$ cat src/rtl/lsu_pkg.sv
// Shared encodings and lane helpers for the load/store unit.
package lsu_pkg;

    localparam logic [1:0] SZ_BYTE = 2'b00;
    localparam logic [1:0] SZ_HALF = 2'b01;
    localparam logic [1:0] SZ_WORD = 2'b10;
    localparam logic [1:0] SZ_ILL  = 2'b11;

    typedef enum logic [1:0] {
        ST_IDLE = 2'b00,
        ST_REQ  = 2'b01,
        ST_DONE = 2'b10
    } lsu_state_e;

    // Byte enables for an access; halfwords and words are forced to natural alignment.
    function automatic logic [3:0] lane_be(input logic [1:0] size, input logic [1:0] addr_lo);
        logic [3:0] be;
        case (size)
            SZ_BYTE: be = 4'b0001 << addr_lo;
            SZ_HALF: be = addr_lo[1] ? 4'b1100 : 4'b0011;
            default: be = 4'b1111;
        endcase
        return be;
    endfunction

    function automatic logic [31:0] pack_wdata(input logic [1:0] size, input logic [31:0] wd);
        logic [31:0] packed_wd;
        case (size)
            SZ_BYTE: packed_wd = {4{wd[7:0]}};
            SZ_HALF: packed_wd = {2{wd[15:0]}};
            default: packed_wd = wd;
        endcase
        return packed_wd;
    endfunction

endpackage

$ cat src/rtl/lsu_extract_module.sv
// Load-data lane select with sign/zero extension (purely combinational).
module lsu_extract_module
    import lsu_pkg::*;
(
    input  logic [31:0] mem_rdata,
    input  logic [1:0]  addr,
    input  logic [1:0]  size,
    input  logic        sign_en,
    output logic [31:0] data
);

    logic [7:0]  byte_sel;
    logic [15:0] half_sel;

    always_comb begin
        byte_sel = mem_rdata[{addr, 3'b000} +: 8];
        half_sel = addr[1] ? mem_rdata[31:16] : mem_rdata[15:0];
        data     = mem_rdata;
        case (size)
            SZ_BYTE: data = {{24{sign_en & byte_sel[7]}}, byte_sel};
            SZ_HALF: data = {{16{sign_en & half_sel[15]}}, half_sel};
            default: data = mem_rdata;
        endcase
    end

endmodule

$ cat src/rtl/lsu_module.sv
// Single-outstanding load/store unit: IDLE -> REQ -> DONE with a ready-gated memory port.
// Optional macro LSU_MISALIGN_CHECK_EN flags misaligned halfword/word accesses as errors.
module lsu_module
    import lsu_pkg::*;
(
    input  logic        clk,
    input  logic        rst_n,
    input  logic        start,
    input  logic        op_store,
    input  logic [1:0]  size,
    input  logic        sign_en,
    input  logic [31:0] addr,
    input  logic [31:0] wdata,
    output logic        mem_req,
    output logic        mem_we,
    output logic [31:0] mem_addr,
    output logic [3:0]  mem_be,
    output logic [31:0] mem_wdata,
    input  logic [31:0] mem_rdata,
    input  logic        mem_ready,
    output logic        busy,
    output logic        done,
    output logic        err,
    output logic [31:0] rdata,
    output logic [1:0]  dbg_state
);

    // Memory handshake: the request (mem_req plus attributes) is held unchanged from the
    // first REQ cycle until the cycle in which mem_ready is sampled high; that cycle completes it.

    lsu_state_e  state_q, state_d;
    logic        op_store_q;
    logic [1:0]  size_q;
    logic        sign_en_q;
    logic [31:0] addr_q;
    logic [31:0] wdata_q;
    logic [31:0] rdata_q;
    logic        err_q;
    logic        misaligned;
    logic        legal;
    logic        accept;
    logic [31:0] ext_data;

`ifdef LSU_MISALIGN_CHECK_EN
    assign misaligned = ((size == SZ_HALF) && addr[0]) ||
                        ((size == SZ_WORD) && (addr[1:0] != 2'b00));
`else
    assign misaligned = 1'b0;
`endif

    assign legal  = (size != SZ_ILL) && !misaligned;
    assign accept = start && (state_q == ST_IDLE);

    always_comb begin
        state_d = state_q;
        case (state_q)
            ST_IDLE: if (start) state_d = legal ? ST_REQ : ST_DONE;
            ST_REQ:  if (mem_ready) state_d = ST_DONE;
            ST_DONE: state_d = ST_IDLE;
            default: state_d = ST_IDLE;
        endcase
    end

    always_ff @(posedge clk) begin
        if (!rst_n) begin
            state_q    <= ST_IDLE;
            op_store_q <= 1'b0;
            size_q     <= SZ_BYTE;
            sign_en_q  <= 1'b0;
            addr_q     <= 32'd0;
            wdata_q    <= 32'd0;
            rdata_q    <= 32'd0;
            err_q      <= 1'b0;
        end else begin
            state_q <= state_d;
            if (accept) begin
                op_store_q <= op_store;
                size_q     <= size;
                sign_en_q  <= sign_en;
                addr_q     <= addr;
                wdata_q    <= wdata;
                err_q      <= !legal;
            end
            if ((state_q == ST_REQ) && mem_ready && !op_store_q) begin
                rdata_q <= ext_data;
            end
        end
    end

    lsu_extract_module u_extract (
        .mem_rdata (mem_rdata),
        .addr      (addr_q[1:0]),
        .size      (size_q),
        .sign_en   (sign_en_q),
        .data      (ext_data)
    );

    // Attributes come straight from the latched request, so they cannot move while waiting.
    assign mem_req   = (state_q == ST_REQ);
    assign mem_we    = mem_req && op_store_q;
    assign mem_addr  = {addr_q[31:2], 2'b00};
    assign mem_be    = mem_req ? lane_be(size_q, addr_q[1:0]) : 4'b0000;
    assign mem_wdata = pack_wdata(size_q, wdata_q);

    assign busy      = (state_q != ST_IDLE);
    assign done      = (state_q == ST_DONE);
    assign err       = err_q;
    assign rdata     = rdata_q;
    assign dbg_state = state_q;

endmodule

$ cat config.mk
export PLATFORM = sky130hd
export DESIGN_NAME = lsu_module
export DESIGN_NICKNAME = d
export VERILOG_FILES = /design/src/rtl/lsu_pkg.sv /design/src/rtl/lsu_extract_module.sv /design/src/rtl/lsu_module.sv
export SDC_FILE = /design/constraint.sdc
export NUM_CORES = 1
export LEC_CHECK = 0
export CORE_MARGIN = 2
export CORE_UTILIZATION = 47
export CTS_CLUSTER_DIAMETER = 150
export CTS_CLUSTER_SIZE = 25
export DETAILED_ROUTE_END_ITERATION = 12
export PLACE_DENSITY = 0.87
export SETUP_SLACK_MARGIN = 0.3
export SLEW_MARGIN = 40
export SYNTH_ARGS = -nofsm -noshare
export SYNTH_HDL_FRONTEND = slang
export SYNTH_HIERARCHICAL = 1
export SYNTH_SLANG_ARGS = --single-unit
$ cat constraint.sdc
create_clock -name clk -period 2.2 [get_ports clk]
set_input_delay 0.44 -clock clk [delete_from_list [all_inputs] [get_ports clk]]
set_output_delay 0.44 -clock clk [all_outputs]
set_load 0.005 [all_outputs]
==> results summary <==
The flow ran to the end, and the final reports show no timing, DRC or antenna violations. In this run the clock root is driven by a clkbuf_8. In this run the tool buffered the top-level ports with roughly 210 buffer cells. The maximum buffer depth of the clock tree came out at 2. The number of global-route vias before repair came out at about 5,000.

The number of endpoints with negative hold slack in the final report is 0. Setup repair after global routing could not meet its margin everywhere. The number of antenna diodes in the final layout is 0. The register area share after synthesis came out at around 40%. The clock-pin transition on the worst setup and hold timing paths came out at ~100 ps. The fraction of layout cells with a size suffix above 1 is 14.9%. The total length of routed wires is 15,600 um. The multi-input combinational cells in the finished layout cover a total of 2590 sq um. The number of synthesized flops with an enable pin is 0. The count of max-cap constraint violations is 0. The Yosys warning count came out at 6. The maximum clock frequency came out at 504 MHz. The cell area that synthesis handed to floorplanning was slightly above 5000 sq um. The total iterations of the first detailed-routing run is 5. The class of the worst hold path is reg2reg.

Each instance of the synthesized netlist takes up on average between 7 and 8 sq um. The data arrival time of the critical path is 1540 ps. The first-pass GRT wire length came out at around 24,000 um. The total congestion overflow after global routing is 0.

The largest net degree at the start of global routing is 65. The required time at the endpoint of the critical path came out at between 1500 and 2000 ps. Of all cell types, the one taking the most synthesized area is dfxtp_1. The synthesized instance count came out at just under 700. The instance area after placement is between 7000 and 8000 sq um. Adding up every negative setup slack in the final design gives 0 ps. The initial utilization of the core area, before any placement, comes to a little under half. From synthesis to final layout, the design area changed by 46.6%. The total power is roughly 4.3 mW. STA classifies the critical path startpoint as a flip-flop.

The number of H-tree branching levels is 3. The HPWL after detailed placement is roughly 11,000 um. Ranked by instance count, the synthesized netlist is headed by 164 x nand2_1, 113 x o21ai_0, 103 x dfxtp_1, 100 x nand3_1, 45 x buf_4. The clock latency on the worst-skew pair is 360 ps. The setup violation total in the final timing report is 0. Final hold analysis gives a worst-case slack of around 450 ps. The TritonCTS clock tree is done. In the routed design, unresolved DRC markers number 0. The post-detailed-route via-to-cell ratio is between 5 and 6.

The top cell type's share of synthesized area came out at roughly two fifths. Ranked by total cell area, the synthesized netlist is headed by dfxtp_1 40%, nand2_1 12%, o21ai_0 11%, nand3_1 9.7%, buf_4 6.5%. The maximum ir drop on the vdd rail came out at 0.390 mV. The main flop type after synthesis is dfxtp_1. The I/O pin count is about 210. The setup clock skew after layout is 8.76 ps. The synthesis-stage register bit count is slightly above 100.

The number of buffers inserted by hold repair at cts is 0. The count of nets left with antenna violations once routing finished came out at 0. The most common cell in the synthesized netlist is nand2_1. The setup path with the least slack is of type reg2out.

The clock drives a little over 100 sinks. The analysis attributes to cell leakage a power of a little under 3 nW. The initial antenna violation count came out at 0.

The overall die height is roughly 110 um. The die span in x is about 110 um. The total number of nets in the final design is approximately 950.

The overall routing resource usage came out at around 25%. The cell area after layout is between 7000 and 8000 sq um. The proportion of register bits with asynchronous set or reset after synthesis is 0%. The time the worst path needs with I/O delays and setup came out at 1980 ps.

The total power per unit cell area came out at roughly 570 nW/um^2. In the final layout, flip-flops and latches occupy between 2000 and 2500 sq um. The max-slew violation count is 0. The maximum fanout along the worst path came out at 5. The number of placement rows came out at 38. The share of the cycle needed by the critical path after routing came out at roughly nine tenths. The area of the placeable core came out at around 11,000 sq um. The total die area is around 12,000 sq um.

Counting the buffers created by CTS gives 9. The final-layout fill cell count is 820. The DRC violation total after the first TritonRoute iteration came out at 309. The congestion estimate from routability-driven global placement came to around 0.95. In the final routed layout, each cell accounts on average for roughly 16 um. Counting distinct cell types in the post-synthesis netlist gives between 40 and 50.

The routed layout has between 5,000 and 6,000 vias. The worst setup path is captured at a primary output.
==> worst max-delay path, stage by stage, from the launching register on <==
cell,delay (ps)
dfxtp_4,380
buf_6,130
buf_12,130
buf_12,120
mux2_4,290
buf_6,120
==> power breakdown <==
part           total, mW  internal, mW  switching (mW)
Sequential          2.05          1.97          0.0828
Combinational       1.11         0.635           0.478
Clock               1.17         0.528           0.647
Total               4.34          3.13            1.21
==> sequential cells by signal (all words and copies together) (netlist names) <==
name        cells
rdata          32
sign_en_q       1
addr_q         32
op_store_q      1
wdata_q        32
err             1
dbg_state       2
size_q          2
==> final cells by class <==
cell class / instances / area share [%]
multi-input combinational: 478 / 34.2
timing repair buffer: 245 / 33.4
sequential: 103 / 27.4
tap: 140 / 2.31
clock buffer: 11 / 1.73
clock inverter: 5 / 0.775
inverter: 5 / 0.247
==> cell usage in the layout (no fill, tap or decap), drive strengths merged, types with 2 or more instances in the layout <==
cell,instances
a221o,8
a21o,3
o22a,3
buf,60
mux2i,10
a21oi,8
o21ai,115
dfxtp,103
nand3,100
clkbuf,15
nor2b,6
a22oi,5
clkinvlp,2
conb,2
inv,5
clkinv,2
nand2,165
clkdlybuf4s50,175
mux2,17
nor2,8
a2bb2oi,3
and2b,2
dlygate4sd2,4
nand2b,9
nor3b,2
==> per-stage QoR <==
step                      worst slack, ps  instances  util [%]
after floorplan                       688        685         -
after global placement                124        953      65.8
after detailed placement             51.4        953      65.8
after CTS                             191        983      69.3
after global routing                  182        987      70.3
final                                 217        987      70.3
==> per-layer routing <==
| metal | vias to the layer above | part of all wire, % | GRT usage, % |
|---|---|---|---|
| li1 | 2593 | - | - |
| met1 | 2433 | 40 | 29.3 |
| met2 | 247 | 48 | 44.0 |
| met3 | 28 | 9.0 | 6.34 |
| met4 | 0 | 2.7 | 12.3 |
| met5 | - | 0 | 0 |
==> logic make-up (layout without fill, tap and decap cells) <==
| kind of cell | count (synthesis) | count (layout) | share of synthesized area (%) |
|---|---|---|---|
| buf+inv | 104 | 266 | 11.7 |
| simple gates | 298 | 298 | 26.0 |
| compound gates | 151 | 151 | 16.7 |
| mux | 27 | 27 | 5.63 |
| flops | 103 | 103 | 39.8 |
| other cells | 1 | 2 | 0.0724 |
==> what timing repair did <==
action | in CTS | in global routing
gates resized for setup | 140 | 23
gates cloned | 3 | 0
endpoints found under the setup margin | 33 | 26
pin swaps | 2 | 2
buffers inserted | 11 | 4
==> path summary, 6_finish.rpt <==
| kind | start | end | slack [ps] | cells after the start |
|---|---|---|---|---|
| worst max-delay path | size_q[1] | mem_wdata[16] | 220 | 5 |
| worst min-delay path | dbg_state[1] | dbg_state[1] | 450 | 1 |
| worst max register to register | addr_q[0] | rdata[8] | 420 | 7 |
| worst min register to register | dbg_state[1] | dbg_state[1] | 450 | 1 |
Power figures use the tool's default switching activity.
